File: config.mk
export PLATFORM = sky130hd
export DESIGN_NAME = tl_ul_buffer
export DESIGN_NICKNAME = d
export VERILOG_FILES = /design/src/rtl/tl_ul_pkg.sv /design/src/rtl/tl_fifo.sv /design/src/rtl/tl_ul_buffer.sv
export SDC_FILE = /design/constraint.sdc
export NUM_CORES = 1
export LEC_CHECK = 0
export CAP_MARGIN = 40
export CORE_ASPECT_RATIO = 2
export CORE_MARGIN = 3
export CORE_UTILIZATION = 45
export CTS_CLUSTER_DIAMETER = 120
export DETAILED_ROUTE_END_ITERATION = 16
export HOLD_SLACK_MARGIN = 0.08
export PLACE_DENSITY_LB_ADDON = 0.1
export SLEW_MARGIN = 30
export SYNTH_ARGS = -nofsm -noshare
export SYNTH_HDL_FRONTEND = slang
export SYNTH_SLANG_ARGS = --single-unit
File: constraint.sdc
create_clock -name clock -period 12.5 [get_ports clock]
set_input_delay 1.875 -clock clock [delete_from_list [all_inputs] [get_ports clock]]
set_output_delay 1.875 -clock clock [all_outputs]
set_load 0.02 [all_outputs]
File: src/rtl/tl_ul_pkg.sv
// Shared TileLink-UL definitions: bus widths, opcode encodings and
// default-width beat structs used by the buffer and its users.
package tl_ul_pkg;

  localparam int ADDR_W      = 32;
  localparam int DATA_W      = 32;
  localparam int MASK_W      = DATA_W / 8;
  localparam int TL_SOURCE_W = 4;

  // A-channel opcodes
  typedef enum logic [2:0] {
    TL_PUT_FULL    = 3'd0,
    TL_PUT_PARTIAL = 3'd1,
    TL_GET         = 3'd4
  } tl_a_op_e;

  // D-channel opcodes
  typedef enum logic [2:0] {
    TL_ACCESS_ACK      = 3'd0,
    TL_ACCESS_ACK_DATA = 3'd1
  } tl_d_op_e;

  // A-channel beat at the default source width
  typedef struct packed {
    logic [2:0]             opcode;
    logic [2:0]             param;
    logic [1:0]             size;
    logic [TL_SOURCE_W-1:0] source;
    logic [ADDR_W-1:0]      address;
    logic [MASK_W-1:0]      mask;
    logic [DATA_W-1:0]      data;
  } tl_a_t;

  // D-channel beat at the default source width
  typedef struct packed {
    logic [2:0]             opcode;
    logic [1:0]             size;
    logic [TL_SOURCE_W-1:0] source;
    logic                   denied;
    logic                   corrupt;
    logic [DATA_W-1:0]      data;
  } tl_d_t;

endpackage

File: src/rtl/tl_fifo.sv
// Generic circular-buffer FIFO with registered occupancy. Ready and valid
// are derived from the count register only, so nothing on the output side
// reaches the input side combinationally. No flow-through.
module tl_fifo #(
  parameter int WIDTH = 8,
  parameter int DEPTH = 2
) (
  input  logic             clock,
  input  logic             reset,
  input  logic             in_valid,
  output logic             in_ready,
  input  logic [WIDTH-1:0] in_data,
  output logic             out_valid,
  input  logic             out_ready,
  output logic [WIDTH-1:0] out_data,
  output logic [3:0]       count
);

  localparam int              PTR_W    = (DEPTH > 1) ? $clog2(DEPTH) : 1;
  localparam logic [PTR_W-1:0] LAST_PTR = PTR_W'(DEPTH - 1);
  localparam logic [3:0]       FULL_CNT = 4'(DEPTH);

  logic [PTR_W-1:0] wr_ptr_q, wr_ptr_d;
  logic [PTR_W-1:0] rd_ptr_q, rd_ptr_d;
  logic [3:0]       count_q, count_d;
  logic [WIDTH-1:0] mem_q [DEPTH];
  logic [WIDTH-1:0] mem_d [DEPTH];
  logic             push_s;
  logic             pop_s;
  logic             in_ready_s;
  logic             out_valid_s;

  // Explicit wrap so non-power-of-two depths return to slot 0
  function automatic logic [PTR_W-1:0] ptr_next(input logic [PTR_W-1:0] p);
    logic [PTR_W-1:0] r;
    if (p == LAST_PTR) begin
      r = '0;
    end else begin
      r = p + PTR_W'(1);
    end
    return r;
  endfunction

  assign in_ready_s  = (count_q != FULL_CNT);
  assign out_valid_s = (count_q != 4'd0);
  assign push_s      = in_valid & in_ready_s;
  assign pop_s       = out_valid_s & out_ready;

  // Next-state for pointers, occupancy and storage
  always_comb begin
    wr_ptr_d = wr_ptr_q;
    rd_ptr_d = rd_ptr_q;
    count_d  = count_q;
    mem_d    = mem_q;
    if (push_s) begin
      wr_ptr_d        = ptr_next(wr_ptr_q);
      mem_d[wr_ptr_q] = in_data;
    end else begin
      wr_ptr_d = wr_ptr_q;
    end
    if (pop_s) begin
      rd_ptr_d = ptr_next(rd_ptr_q);
    end else begin
      rd_ptr_d = rd_ptr_q;
    end
    case ({push_s, pop_s})
      2'b10:   count_d = count_q + 4'd1;
      2'b01:   count_d = count_q - 4'd1;
      default: count_d = count_q;
    endcase
  end

  // Control state: reset discards every buffered beat
  always_ff @(posedge clock) begin
    if (reset) begin
      wr_ptr_q <= '0;
      rd_ptr_q <= '0;
      count_q  <= 4'd0;
    end else begin
      wr_ptr_q <= wr_ptr_d;
      rd_ptr_q <= rd_ptr_d;
      count_q  <= count_d;
    end
  end

  // Payload storage is intentionally left unreset
  always_ff @(posedge clock) begin
    mem_q <= mem_d;
  end

  assign in_ready  = in_ready_s;
  assign out_valid = out_valid_s;
  assign out_data  = mem_q[rd_ptr_q];
  assign count     = count_q;

endmodule

File: src/rtl/tl_ul_buffer.sv
// Registered TL-UL buffer stage between the core-side port adapter and the
// crossbar. A and D channels are independent FIFOs with no ordering
// relation between them.
module tl_ul_buffer
  import tl_ul_pkg::*;
#(
  parameter int A_DEPTH  = 2,
  parameter int D_DEPTH  = 2,
  parameter int SOURCE_W = 4
) (
  input  logic                clock,
  input  logic                reset,
  // A channel from the core side
  input  logic                in_a_valid,
  output logic                in_a_ready,
  input  logic [2:0]          in_a_opcode,
  input  logic [2:0]          in_a_param,
  input  logic [1:0]          in_a_size,
  input  logic [SOURCE_W-1:0] in_a_source,
  input  logic [ADDR_W-1:0]   in_a_address,
  input  logic [MASK_W-1:0]   in_a_mask,
  input  logic [DATA_W-1:0]   in_a_data,
  // A channel toward the fabric
  output logic                out_a_valid,
  input  logic                out_a_ready,
  output logic [2:0]          out_a_opcode,
  output logic [2:0]          out_a_param,
  output logic [1:0]          out_a_size,
  output logic [SOURCE_W-1:0] out_a_source,
  output logic [ADDR_W-1:0]   out_a_address,
  output logic [MASK_W-1:0]   out_a_mask,
  output logic [DATA_W-1:0]   out_a_data,
  // D channel from the fabric
  input  logic                in_d_valid,
  output logic                in_d_ready,
  input  logic [2:0]          in_d_opcode,
  input  logic [1:0]          in_d_size,
  input  logic [SOURCE_W-1:0] in_d_source,
  input  logic                in_d_denied,
  input  logic                in_d_corrupt,
  input  logic [DATA_W-1:0]   in_d_data,
  // D channel toward the core
  output logic                out_d_valid,
  input  logic                out_d_ready,
  output logic [2:0]          out_d_opcode,
  output logic [1:0]          out_d_size,
  output logic [SOURCE_W-1:0] out_d_source,
  output logic                out_d_denied,
  output logic                out_d_corrupt,
  output logic [DATA_W-1:0]   out_d_data,
  // Occupancy
  output logic [3:0]          a_count,
  output logic [3:0]          d_count
);

  // Beat layouts at this instance's source width
  typedef struct packed {
    logic [2:0]          opcode;
    logic [2:0]          param;
    logic [1:0]          size;
    logic [SOURCE_W-1:0] source;
    logic [ADDR_W-1:0]   address;
    logic [MASK_W-1:0]   mask;
    logic [DATA_W-1:0]   data;
  } a_beat_t;

  typedef struct packed {
    logic [2:0]          opcode;
    logic [1:0]          size;
    logic [SOURCE_W-1:0] source;
    logic                denied;
    logic                corrupt;
    logic [DATA_W-1:0]   data;
  } d_beat_t;

  a_beat_t a_in_s, a_out_s;
  d_beat_t d_in_s, d_out_s;

  // Pack incoming A fields into one FIFO word
  always_comb begin
    a_in_s         = '0;
    a_in_s.opcode  = in_a_opcode;
    a_in_s.param   = in_a_param;
    a_in_s.size    = in_a_size;
    a_in_s.source  = in_a_source;
    a_in_s.address = in_a_address;
    a_in_s.mask    = in_a_mask;
    a_in_s.data    = in_a_data;
  end

  // Pack incoming D fields into one FIFO word
  always_comb begin
    d_in_s         = '0;
    d_in_s.opcode  = in_d_opcode;
    d_in_s.size    = in_d_size;
    d_in_s.source  = in_d_source;
    d_in_s.denied  = in_d_denied;
    d_in_s.corrupt = in_d_corrupt;
    d_in_s.data    = in_d_data;
  end

  tl_fifo #(
    .WIDTH ($bits(a_beat_t)),
    .DEPTH (A_DEPTH)
  ) u_a_fifo (
    .clock     (clock),
    .reset     (reset),
    .in_valid  (in_a_valid),
    .in_ready  (in_a_ready),
    .in_data   (a_in_s),
    .out_valid (out_a_valid),
    .out_ready (out_a_ready),
    .out_data  (a_out_s),
    .count     (a_count)
  );

  tl_fifo #(
    .WIDTH ($bits(d_beat_t)),
    .DEPTH (D_DEPTH)
  ) u_d_fifo (
    .clock     (clock),
    .reset     (reset),
    .in_valid  (in_d_valid),
    .in_ready  (in_d_ready),
    .in_data   (d_in_s),
    .out_valid (out_d_valid),
    .out_ready (out_d_ready),
    .out_data  (d_out_s),
    .count     (d_count)
  );

  assign out_a_opcode  = a_out_s.opcode;
  assign out_a_param   = a_out_s.param;
  assign out_a_size    = a_out_s.size;
  assign out_a_source  = a_out_s.source;
  assign out_a_address = a_out_s.address;
  assign out_a_mask    = a_out_s.mask;
  assign out_a_data    = a_out_s.data;

  assign out_d_opcode  = d_out_s.opcode;
  assign out_d_size    = d_out_s.size;
  assign out_d_source  = d_out_s.source;
  assign out_d_denied  = d_out_s.denied;
  assign out_d_corrupt = d_out_s.corrupt;
  assign out_d_data    = d_out_s.data;

endmodule

==> reports/metrics.cfg <==
[hold_path]
holdPathStages=2
min_to=u_d_fifo.wr_ptr_q
hold_class=register to register
min_from=u_d_fifo.wr_ptr_q

[worst_setup_path]
path_cells=buf_6 > mux2_2 > clkdlybuf4s50_1
critical_path_arrival_ns=2.50
max_stage_delay_ns=0.55
r2r_start=u_a_fifo.count[3]
reg2reg_depth=8
path_delay_family=buffers and inverters
critPathCaptureType=output port
critical_path_buf_inv_count=2
slowest_stage=buf_6
crit_required_ns=10.62
start_kind=register
path_class=register to output port
reg2reg_to=u_a_fifo.count[2]
crit_path_max_fanout=81
r2r_slack_ns=9.91

[logic_synthesis]
netlist_area_um2=9790
synth_top_area_share_pct=75.5
synth_edf_count=246
post-synth-top-area-cell=edfxtp_1
async_reset_ff_share_pct=0
yosys_most_used_dff=edfxtp_1
yosys_warnings=0
synth-seq-cells=258
syn-num-nets=620
syn_area_per_cell_um2=20.1
synth.most_common_cell=edfxtp_1
yosys-top-cells-count=246 x edfxtp_1, 123 x mux2_2, 12 x dfxtp_1, 12 x nor2_1, 10 x buf_2
synthTopCellsByArea=edfxtp_1 75%, mux2_2 14%, dfxtp_1 2.5%
yosysUniqueCellTypes=35
ys_seq_area_share_pct=77.9
syn-instance-count=487

[placement]
gp_congestion=0.772
pre_cts_ws_ns=8.46
postPlaceCellArea_um2=12700
portBuffers=263
dpl.hpwl_um=14200

[global_route]
overflow=0
antenna_found_initial=0
grt_max_degree=82
grt_pass1_vias=5877
grt_use_total_pct=17.3
grt_pass1_wl_um=31600

[sta]
max_slew.worst_pin.slew_ns=0.830
timing.final.crit_share_pct=35.0
setup_slack_ns=8.13
drv_slew=0
fmax_mhz=229
finalSetupViolCount=0
fin_crit_ns=4.37
slew_headroom_pct=44.7
rsz0062_at_grt=false
finalSetupTns_ns=0
fin_skew_ns=0.0184
hold_viol=0

[floorplan]
core_um2=21200
dieWidth_um=110
dieArea_um2=23700
placementRows=75
io_pins=264
start_util_pct=46.1
die_h_um=215

[clocking]
clk_latency_ns=0.51
clkSlewWorstSetupHoldPaths_ns=0.06
clock_sinks=258
postCtsSetupBuffers=0
cts_tree=built
cts_repair_resize_count=0
cts_root_buf=clkbuf_16
cts_hold_buf=0
cts-buffers-inserted=23
htree_levels=1
clock_path_buffers=3

[drt]
vias_per_cell=5.10
drc=0
drt-total-wl_um=20700
firstDrtPassIters=6
ant_nets=0
vias=5320
first_iter_violations=225
detail_route.wl_per_cell_um=19.8

[finish]
nFillCells=1614
utilization_pct=63.5
fin_nets=892
stdcell_area_um2=13500
syn_to_final_growth_pct=37.5
drive_above_1_share_pct=23.1
antenna_cells=0

[power]
vdd_drop_max_mv=0.144
finalPower_mw=2.93
p_leak_nw=4.57
p_per_area_nw_per_um2=218

[run]
drv_cap=0

[status]
status=complete, no violations

==> report_power, final <==
group | leakage [nW] | internal [mW] | switching [mW] | total, mW
sequential | 2.40 | 1.10 | 0.0613 | 1.16
clock | 0.350 | 0.386 | 0.288 | 0.674
combinational | 1.81 | 0.547 | 0.552 | 1.10
total | 4.57 | 2.03 | 0.901 | 2.93
==> worst max path at each step <==
| stage | end | depth (start not counted) | from | slack (ns) |
|---|---|---|---|---|
| detailed placement | u_a_fifo.count[2] | 8 | in_a_valid | 8.46 |
| finish | out_a_mask[2] | 3 | u_a_fifo.rd_ptr_q | 8.13 |
| global route | out_a_mask[1] | 3 | u_a_fifo.rd_ptr_q | 8.02 |
| global placement | out_a_data[9] | 3 | u_a_fifo.rd_ptr_q | 8.43 |
| CTS | out_a_data[9] | 3 | u_a_fifo.rd_ptr_q | 8.10 |
| floorplan | u_a_fifo.mem_q[100] | 2 | in_a_valid | 6.68 |
==> routing by layer <==
layer | wire length (µm) | vias to the layer above | track usage, % | part of all wire (%)
li1 | - | 2455 | - | -
met3 | 1850 | 45 | 5.39 | 8.9
met1 | 6880 | 2617 | 17.8 | 33
met4 | 600 | 0 | 5.84 | 2.9
met2 | 11300 | 203 | 32.0 | 55
met5 | 0 | - | 0 | 0
==> layout by cell type, fill, tap and decap left out, drive strengths merged, types with 4 or more instances in the layout <==
cell / Yosys / routed
clkdlybuf4s50: 0 / 263
edfxtp: 246 / 246
mux2: 123 / 123
clkbuf: 6 / 30
nor2: 12 / 12
dfxtp: 12 / 12
clkinv: 0 / 8
xor2: 6 / 6
nand2b: 6 / 6
mux2i: 6 / 6
nand2: 6 / 6
buf: 16 / 6
nor2b: 4 / 4
ha: 4 / 4
and3: 4 / 4
==> area by class of cell <==
type                    count  area [µm²]  area share (%)
flip-flops and latches    258        7630            56.7
repair buffers            269        2710            20.1
multi-input cells         207        2070            15.3
clock buffers              30         612            4.55
well taps                 269         337            2.50
clock inverters            11         103           0.762
==> sequential cells by signal, indices dropped and copies added, names as in the netlist <==
register           cells
u_a_fifo.mem_q       160
u_d_fifo.mem_q        86
u_a_fifo.count         4
u_d_fifo.count         4
u_a_fifo.rd_ptr_q      1
u_a_fifo.wr_ptr_q      1
u_d_fifo.rd_ptr_q      1
u_d_fifo.wr_ptr_q      1
==> stage by stage <==
step / hold WS [ns] / cells
CTS: 0.612 / 1044
detailed placement: 0.593 / 1003
global placement: 0.567 / 1001
global route: 0.640 / 1044
finish: 0.611 / 1044
floorplan: 0.493 / 487
==> cell families (layout without fill, tap and decap cells) <==
| family | count (synthesis) | in the layout | synth area share [%] |
|---|---|---|---|
| adders and majority gates | 4 | 4 | 0.511 |
| muxes | 129 | 129 | 14.8 |
| DFF | 258 | 258 | 77.9 |
| and+or+nand+nor | 52 | 52 | 3.45 |
| buffers and inverters | 22 | 310 | 1.20 |
| AOI/OAI and AO/OA | 14 | 14 | 1.41 |
| xor gates and xnor gates | 8 | 8 | 0.716 |
==> worst min-delay path: stages, from the launching register on <==
cell and delay (ns):
dfxtp_1 0.35, xor2_1 0.17, nor2_1 0.05
(Power assumes the default switching activity.)
